[src/rtl/csr_counter_array.sv]
// Machine counter/timer CSR unit: mcycle, minstret, mhpmcounter/mhpmevent, mcountinhibit and user shadows.
// Build option: define CSR_HPM_EN to implement the NUM_HPM event counters; otherwise their addresses hit and read 0.
module csr_counter_array #(
    parameter int unsigned COUNTER_W  = 64,
    parameter int unsigned NUM_HPM    = 4,
    parameter int unsigned NUM_EVENTS = 8
) (
    input  logic                  clk,
    input  logic                  rst,
    input  logic                  cmd_csr_ex,
    input  logic [11:0]           csr_ofs_ex,
    input  logic [4:0]            csr_uimm_ex,
    input  logic [2:0]            csr_op2_ex,
    input  logic [31:0]           rs1_sel,
    input  logic                  stall,
    input  logic                  retire,
    input  logic [NUM_EVENTS-1:0] event_in,
    output logic                  csr_cnt_hit,
    output logic [31:0]           csr_cnt_rd_data
);
    localparam int unsigned HI_W = COUNTER_W - 32;
`ifdef CSR_HPM_EN
    localparam int unsigned EVT_W    = 256;
    localparam logic [31:0] HPM_MASK = 32'(((64'd1 << NUM_HPM) - 64'd1) << 3);
`else
    localparam logic [31:0] HPM_MASK = 32'd0;
`endif
    localparam logic [31:0] INH_MASK = 32'h0000_0005 | HPM_MASK;

    // A counter either takes the CSR write (one half) or its increment, never both.
    function automatic logic [COUNTER_W-1:0] cnt_next(
        input logic [COUNTER_W-1:0] cur,
        input logic                 wr,
        input logic                 hi,
        input logic [31:0]          wd,
        input logic                 inc
    );
        cnt_next = cur;
        if (wr) begin
            if (hi) cnt_next[COUNTER_W-1:32] = wd[HI_W-1:0];
            else    cnt_next[31:0]           = wd;
        end else if (inc) begin
            cnt_next = cur + COUNTER_W'(1);
        end
    endfunction

    logic [4:0] idx;
    logic       hi_half;
    logic       cnt_range;
    logic       is_mcnt;
    logic       is_shadow;
    logic       is_cnt;
    logic       is_inh;
    logic       is_evt;

    // Address decode: counter pages 0xB/0xC share the low/high layout, 0x320-0x33F holds controls.
    always_comb begin
        idx       = csr_ofs_ex[4:0];
        hi_half   = csr_ofs_ex[7];
        cnt_range = (csr_ofs_ex[6:5] == 2'b00) && (idx != 5'd1);
        is_mcnt   = (csr_ofs_ex[11:8] == 4'hB) && cnt_range;
        is_shadow = (csr_ofs_ex[11:8] == 4'hC) && cnt_range;
        is_cnt    = is_mcnt || is_shadow;
        is_inh    = (csr_ofs_ex == 12'h320);
        is_evt    = (csr_ofs_ex[11:5] == 7'h19) && (idx >= 5'd3);
    end

    assign csr_cnt_hit = is_cnt || is_inh || is_evt;

    logic [COUNTER_W-1:0] mcycle_q;
    logic [COUNTER_W-1:0] minstret_q;
    logic [31:0]          inhibit_q;

`ifdef CSR_HPM_EN
    logic [COUNTER_W-1:0] hpm_cnt [NUM_HPM];
    logic [7:0]           hpm_evt [NUM_HPM];
    logic [EVT_W-1:0]     evt_vec;

    // Bit k of evt_vec is event_in[k-1]; selector 0 and out-of-range selectors land on zeros.
    assign evt_vec = EVT_W'({event_in, 1'b0});
`else
    logic unused_evt;
    assign unused_evt = ^event_in;
`endif

    logic [COUNTER_W-1:0] cnt_sel;
    logic [7:0]           evt_sel;

    always_comb begin
        cnt_sel = '0;
        evt_sel = '0;
        if (idx == 5'd0) cnt_sel = mcycle_q;
        if (idx == 5'd2) cnt_sel = minstret_q;
`ifdef CSR_HPM_EN
        for (int unsigned i = 0; i < NUM_HPM; i++) begin
            if (idx == 5'(i + 3)) begin
                cnt_sel = hpm_cnt[i];
                evt_sel = hpm_evt[i];
            end
        end
`endif
    end

    always_comb begin
        csr_cnt_rd_data = '0;
        if (is_cnt) begin
            csr_cnt_rd_data = hi_half ? 32'(cnt_sel[COUNTER_W-1:32]) : cnt_sel[31:0];
        end else if (is_inh) begin
            csr_cnt_rd_data = inhibit_q;
        end else if (is_evt) begin
            csr_cnt_rd_data = 32'(evt_sel);
        end
    end

    logic [31:0] wsrc;
    logic [31:0] wdata;
    logic        we;
    logic        wr_mcycle;
    logic        wr_minstret;

    // Read-modify-write operand; shadows hit but never produce a write strobe.
    always_comb begin
        wsrc = csr_op2_ex[2] ? 32'(csr_uimm_ex) : rs1_sel;
        case (csr_op2_ex[1:0])
            2'b01:   wdata = wsrc;
            2'b10:   wdata = csr_cnt_rd_data | wsrc;
            2'b11:   wdata = csr_cnt_rd_data & ~wsrc;
            default: wdata = csr_cnt_rd_data;
        endcase
        we          = cmd_csr_ex && csr_cnt_hit && !stall && (csr_op2_ex[1:0] != 2'b00) && !is_shadow;
        wr_mcycle   = we && is_mcnt && (idx == 5'd0);
        wr_minstret = we && is_mcnt && (idx == 5'd2);
    end

    always_ff @(posedge clk) begin
        if (rst) begin
            mcycle_q   <= '0;
            minstret_q <= '0;
            inhibit_q  <= '0;
        end else begin
            mcycle_q   <= cnt_next(mcycle_q, wr_mcycle, hi_half, wdata, !inhibit_q[0]);
            minstret_q <= cnt_next(minstret_q, wr_minstret, hi_half, wdata, retire && !inhibit_q[2]);
            if (we && is_inh) inhibit_q <= wdata & INH_MASK;
        end
    end

`ifdef CSR_HPM_EN
    for (genvar g = 0; g < NUM_HPM; g++) begin : g_hpm
        logic [COUNTER_W-1:0] cnt_q;
        logic [7:0]           evt_q;
        logic                 wr_cnt;
        logic                 wr_evt;
        logic                 inc;

        assign wr_cnt     = we && is_mcnt && (idx == 5'(g + 3));
        assign wr_evt     = we && is_evt && (idx == 5'(g + 3));
        assign inc        = evt_vec[evt_q] && !inhibit_q[g + 3];
        assign hpm_cnt[g] = cnt_q;
        assign hpm_evt[g] = evt_q;

        always_ff @(posedge clk) begin
            if (rst) begin
                cnt_q <= '0;
                evt_q <= '0;
            end else begin
                cnt_q <= cnt_next(cnt_q, wr_cnt, hi_half, wdata, inc);
                if (wr_evt) evt_q <= wdata[7:0];
            end
        end
    end
`endif

endmodule

[config.mk]
export PLATFORM = sky130hd
export DESIGN_NAME = csr_counter_array
export DESIGN_NICKNAME = d
export VERILOG_FILES = /design/src/rtl/csr_counter_array.sv
export SDC_FILE = /design/constraint.sdc
export NUM_CORES = 1
export LEC_CHECK = 0
export BUFFER_PORTS_ARGS = -buffer_cell sky130_fd_sc_hd__clkbuf_2
export CORE_MARGIN = 3
export CORE_UTILIZATION = 50
export CTS_CLUSTER_SIZE = 28
export DETAILED_ROUTE_END_ITERATION = 8
export PLACE_DENSITY = 0.69
export SLEW_MARGIN = 20
export SYNTH_ARGS = -nofsm -noshare
export SYNTH_HDL_FRONTEND = slang
export SYNTH_SLANG_ARGS = --single-unit
[constraint.sdc]
create_clock -name clk -period 2.9 [get_ports clk]
set_input_delay 0.29 -clock clk [delete_from_list [all_inputs] [get_ports clk]]
set_output_delay 0.29 -clock clk [all_outputs]
set_load 0.01 [all_outputs]
==> results of run 1 <==
## sequential cells by signal, summed over array words and instances, names as in the netlist
| name | count |
|---|---|
| inhibit_q | 2 |
| minstret_q | 64 |
| mcycle_q | 64 |
## worst max path at each step
stage	from	endpoint	slack (ns)	cells after the start
after global placement	csr_ofs_ex[0]	mcycle_q[61]	0.23	8
after floorplan	mcycle_q[30]	mcycle_q[63]	0.69	8
after CTS	minstret_q[9]	minstret_q[28]	0.25	6
final	minstret_q[9]	minstret_q[28]	0.18	6
after global routing	minstret_q[9]	minstret_q[28]	0.06	6
after detailed placement	csr_ofs_ex[0]	mcycle_q[61]	0.19	8
## routing by layer
metal  track usage  wire [µm]  share of wire
met5             0         16        0.00033
met1         0.560      18000           0.37
met2         0.608      19800           0.40
met3         0.120       7080           0.14
met4         0.273       4120          0.084
## worst max-delay path: stages (launching register included)
cell       delay (ns)
dfxtp_1          0.54
and4_1           0.34
nand4_1          0.36
or3_1            0.61
nor2_1           0.27
a311oi_1         0.17
a2111oi_2        0.34
## cells in the mapped netlist, types with 5 or more instances
| cell type | count |
|---|---|
| nand2_1 | 140 |
| dfxtp_1 | 130 |
| a21oi_1 | 116 |
| nor2_1 | 103 |
| o21ai_0 | 71 |
| nor3_1 | 60 |
| nand3_1 | 56 |
| clkbuf_1 | 53 |
| nand4_1 | 47 |
| and3_1 | 39 |
| buf_2 | 34 |
| mux4_2 | 32 |
| a211oi_1 | 30 |
| and2_1 | 29 |
| inv_1 | 29 |
| xnor2_1 | 29 |
| a31oi_1 | 28 |
| nor2b_1 | 28 |
| nor4_1 | 25 |
| and4_1 | 20 |
| mux2_2 | 19 |
| or3_1 | 19 |
| a22oi_1 | 17 |
| nand2b_1 | 14 |
| o211ai_1 | 14 |
| mux2i_1 | 13 |
| o2111a_1 | 10 |
| a311oi_1 | 7 |
| nor3_2 | 7 |
| o2bb2ai_1 | 7 |
| a22o_1 | 6 |
| a2bb2oi_1 | 6 |
| buf_4 | 6 |
| o31a_1 | 6 |
| a211o_1 | 5 |
| a32oi_1 | 5 |
| buf_1 | 5 |
| nor4b_1 | 5 |
| o2111ai_1 | 5 |
| o21a_1 | 5 |
| o31ai_1 | 5 |
## cells by family after synthesis
kind of cell	count (synthesis)	share of synthesized area
buffers and inverters	130	0.0529
adders and majority gates	2	0.00235
AOI/OAI and AO/OA	389	0.246
DFF	130	0.245
muxes	64	0.100
xor gates and xnor gates	30	0.0247
and+or+nand+nor	632	0.329
## cells in the final DEF, fill, tap and decap left out, types with 17 or more instances in the layout
master     count
clkbuf_16     17
mux2_2        19
nand2_1      140
nor4_1        25
xnor2_1       29
clkbuf_2      87
nor2b_1       28
a21oi_1      116
and2_1        29
mux4_2        32
nor3_1        59
nor2_1       103
nand4_1       47
buf_4        117
or3_1         19
and3_1        39
o21ai_0       71
a31oi_1       28
nand3_1       56
and4_1        20
dfxtp_1      130
a22oi_1       17
a211oi_1      30
inv_1         29
## power by group
group          internal, µW  switching [µW]  total (µW)
clock                  1440             904        2340
combinational           188             338         526
sequential             1790            13.8        1810
total                  3420            1260        4670
## final cells by class
class                      count  share of cell area
clock buffer                  19              0.0346
clock inverter                12              0.0147
inverter                      30             0.00899
multi-input combinational   1117               0.597
sequential                   130               0.208
tap                          270              0.0270
timing repair buffer         208               0.110
## through the flow
step	setup WS, ns	instance area [µm²]	utilization	hold WS, ns
detailed placement	0.191	11900	0.579	0.482
finish	0.179	12500	0.609	0.133
global route	0.0602	12500	0.609	0.137
floorplan	0.689	10600	-	0.451
global placement	0.229	11900	0.579	0.474
CTS	0.247	12500	0.609	0.128
==> impl_metrics.toml, run 1 <==
[cells_and_area]
drive_gt1_frac = 0.219
final_cells = 1786
n_fill_cell = 1964
antenna_cells = 0
syn_to_final_growth_pct = 17.9
regArea_um2 = 2600
multi_input_area_um2 = 7480
nets = 1571

[power_and_ir_drop]
total_power_uw = 4670
vdd_ir_drop_max_mv = 0.348
p_leak_uw = 0.00451
power_density_nw_per_um2 = 373

[global_route]
grt_max_degree = 69
grt_pass1_wl_um = 72300
grt_pass1_vias = 11600
track_usage = 0.425
grt_overflow = 0
antenna_found_initial = 1

[clocking]
cts_resized = 0
htree_levels = 4
clock_latency_ns = 0.44
holdBufCountCts = 0
cts_sinks = 130
clockBufferDepth = 2
cts.clk_slew.worst_paths_ns = 0.06
cts_root_buffer = "clkbuf_16"
cts_tree = "yes"
cts_buffers = 17
post_cts_buffers = 0

[floorplan]
io_pins = 98
dieWidth_um = 152
design.core.area_um2 = 20600
die_h_um = 152
rows = 52
start_util = 0.517
die_area_um2 = 23000

[logic_synthesis]
ys_types = 94
synth_seq_area_share = 0.245
yosysTopAreaCellShare = 0.245
synthTopCellsByArea = "dfxtp_1, mux4_2, a21oi_1"
netlist_instances = 1377
ys_seq_elements = 130
synth_edf_count = 0
synthArstFlopShare = 0
yosys.area.top_type = "dfxtp_1"
avgSynthCellArea_um2 = 7.72
dominantRegCellSynth = "dfxtp_1"
netlist_area_um2 = 10600
synth_nets = 1444
yosysWarnings = 0

[worst_setup_path]
arrival_ns = 3.06
critPathKind = "reg -> reg"
crit-reg2reg-launch = "minstret_q[9]"
critPathRequiredTime_ns = 3.24
rr_endpoint = "minstret_q[28]"
ff2ff_path_depth = 6
end_kind = "flip-flop"
critPathMaxFanout = 7
reg2reg_slack_ns = 0.18
startpoint_type = "flip-flop"

[hold_path]
hold_path.class = "in -> reg"
holdCritStartpoint = "rst"
min_to = "minstret_q[35]"
whs_path_depth = 2

[route]
post_drt_wl_per_cell_um = 27.4
vias = 12700
via_per_inst = 7.11
drt-initial-drc-count = 2156
firstDrtPassIters = 7
antenna_left = 0
remaining_drc_errors = 0
drt-total-wl_um = 49000

[place]
port_buffers = 89
hpwl_um = 37600
place.gp.congestion = 1.04
dp_cells = 1755

[timing]
max_freq_mhz = 368
setup_violations = 0
period_needed_ns = 2.72
final.setup_skew_ns = 0.00941
hold_viol_final = 0
relSlewSlack = 0.281
drv_slew = 0
setup_tns_ns = 0
rsz0062_at_grt = "no"
worstMarginPinSlew_ns = 1.08
final.period_utilization = 0.938

[run]
timing.max_cap.violations = 0

[outcome]
status = "complete, no violations"
(Power assumes the default switching activity.)
==> run 2: changes to the inputs <==
--- a/config.mk
+++ b/config.mk
@@ -6,11 +6,12 @@
 export NUM_CORES = 1
 export LEC_CHECK = 0
 export BUFFER_PORTS_ARGS = -buffer_cell sky130_fd_sc_hd__clkbuf_2
+export CORE_ASPECT_RATIO = 0.75
 export CORE_MARGIN = 3
 export CORE_UTILIZATION = 50
-export CTS_CLUSTER_SIZE = 28
+export CTS_CLUSTER_SIZE = 10
 export DETAILED_ROUTE_END_ITERATION = 8
-export PLACE_DENSITY = 0.69
+export PLACE_DENSITY_LB_ADDON = 0.08
 export SLEW_MARGIN = 20
 export SYNTH_ARGS = -nofsm -noshare
 export SYNTH_HDL_FRONTEND = slang
==> run 2 against run 1 <==
Combinational power fell by 1%; core utilization grew 0.18 points; first-iteration DRC count shrank 1.5%; clock skew grew 0.0066 ns; power up 0.30%; sequential power hardly changed; sequential cell count is the same; via count rose by 1.0%; cell area up 0.26%; sequential share of layout area down 0.054 points; worst hold slack improved by 0.27 ns; critical path type unchanged.
==> impl_metrics.toml, run 2 (synthesis gave the netlist of run 1 again) <==
[route]
m1WireLength_um = 20100
firstDrtPassIters = 6
post_drt_wl_per_cell_um = 28.5
wl_met3_um = 9330
route.met2.wl_um = 19900
antenna_left = 0
vias = 12800
remaining_drc_errors = 0
drt-total-wl_um = 51300
via_per_inst = 7.13
drt-initial-drc-count = 2124
top_layer_used = "met4"

[worst_setup_path]
critPathMaxStageDelay_ns = 0.47
critPathMaxFanout = 8
crit_chain = "and4_1, and4_4, nand3_1, buf_4, nor4b_1, mux2_2, a21oi_1"
end_kind = "flip-flop"
cpLargestDelayFamily = "simple AND/OR/NAND/NOR gates"
startpoint_type = "flip-flop"
critPathKind = "reg -> reg"
arrival_ns = 3.10
crit_buf_inv = 1
critPathRequiredTime_ns = 3.26
cp_slowest_cell = "dfxtp_1"

[floorplan]
die_area_um2 = 23100
die_h_um = 132
io_pins = 98
dieWidth_um = 174
design.core.area_um2 = 20600
rows = 45
start_util = 0.517

[clocking]
holdBufCountCts = 0
cts_resized = 0
cts_buffers = 17
cts_sinks = 130
clockBufferDepth = 2
cts_tree = "yes"
cts_root_buffer = "clkbuf_16"
htree_levels = 4
cts.clk_slew.worst_paths_ns = 0.06
post_cts_buffers = 0
clock_latency_ns = 0.44

[global_route]
grt_pass1_wl_um = 73500
track_usage = 0.427
grt_max_degree = 116
grt_pass1_vias = 11100
antenna_found_initial = 0
grt_overflow = 0

[cells_and_area]
syn_to_final_growth_pct = 18.2
drive_gt1_frac = 0.220
mostFrequentLayoutCells = "nand2_1, dfxtp_1, a21oi_1, buf_4, nor2_1"
multi_input_area_um2 = 7480
layout_commonest_cell = "nand2_1"
top_regs = "mcycle_q (64), minstret_q (64), inhibit_q (2)"
nets = 1571
regArea_um2 = 2600
final_cell_area_um2 = 12600
n_fill_cell = 1881

[timing]
final.period_utilization = 0.944
relSlewSlack = 0.262
final.setup_skew_ns = 0.0160
hold_viol_final = 0
rsz0062_at_grt = "no"
period_needed_ns = 2.74
worstMarginPinSlew_ns = 1.11
timing.final.ws_setup_ns = 0.163
max_freq_mhz = 365
setup_tns_ns = 0
drv_slew = 0
setup_violations = 0

[run]
timing.max_cap.violations = 0

[hold_path]
hold_path.class = "in -> reg"

[outcome]
status = "complete, no violations"

[place]
place.gp.congestion = 1.07
port_buffers = 89
hpwl_um = 38800
dp_slack_ns = 0.200
place_area_um2 = 11900

[power_and_ir_drop]
p_leak_uw = 0.00453
vdd_ir_drop_max_mv = 0.311
power_density_nw_per_um2 = 373
run 2: path summary, 6_finish.rpt:
| check | startpoint | endpoint | slack, ns | depth (start not counted) |
|---|---|---|---|---|
| max reg2reg | minstret_q[9] | minstret_q[41] | 0.16 | 7 |
| min reg2reg | mcycle_q[20] | mcycle_q[20] | 0.51 | 2 |
| min | rst | mcycle_q[60] | 0.41 | 3 |
| max | minstret_q[9] | minstret_q[41] | 0.16 | 7 |
run 2: layout make-up:
| type | instances | area share |
|---|---|---|
| Multi-Input combinational cell | 1117 | 0.595 |
| Sequential cell | 130 | 0.207 |
| Timing Repair Buffer | 208 | 0.111 |
| Clock buffer | 20 | 0.0372 |
| Tap cell | 282 | 0.0281 |
| Clock inverter | 11 | 0.0120 |
| Inverter | 30 | 0.00897 |
| Antenna cell | 2 | 0.000399 |
run 2: routing by layer:
metal,vias up,global-route usage
met5,-,0
met4,0,0.137
met3,158,0.197
met2,1147,0.578
met1,6002,0.599
li1,5518,-
run 2: worst reg2reg max path: cells and delay by family (launching register included):
kind,cells,cell delay (ns)
buffers and inverters,1,0.27
muxes,1,0.38
DFF,1,0.47
and+or+nand+nor,4,1.43
AOI/OAI and AO/OA,1,0.12
run 2: metrics by stage:
step / power [µW] / hold WS, ns / utilization / std cells
detailed placement: 2340 / 0.501 / 0.581 / 1767
global route: 4750 / 0.466 / 0.611 / 1798
global placement: 2330 / 0.498 / 0.581 / 1767
finish: 4690 / 0.406 / 0.611 / 1800
floorplan: 2120 / 0.451 / - / 1377
CTS: 4640 / 0.455 / 0.611 / 1798
run 2: where the power goes:
part,switching (µW),internal [µW]
sequential,12.7,1790
clock,941,1430
combinational,336,183
total,1290,3400
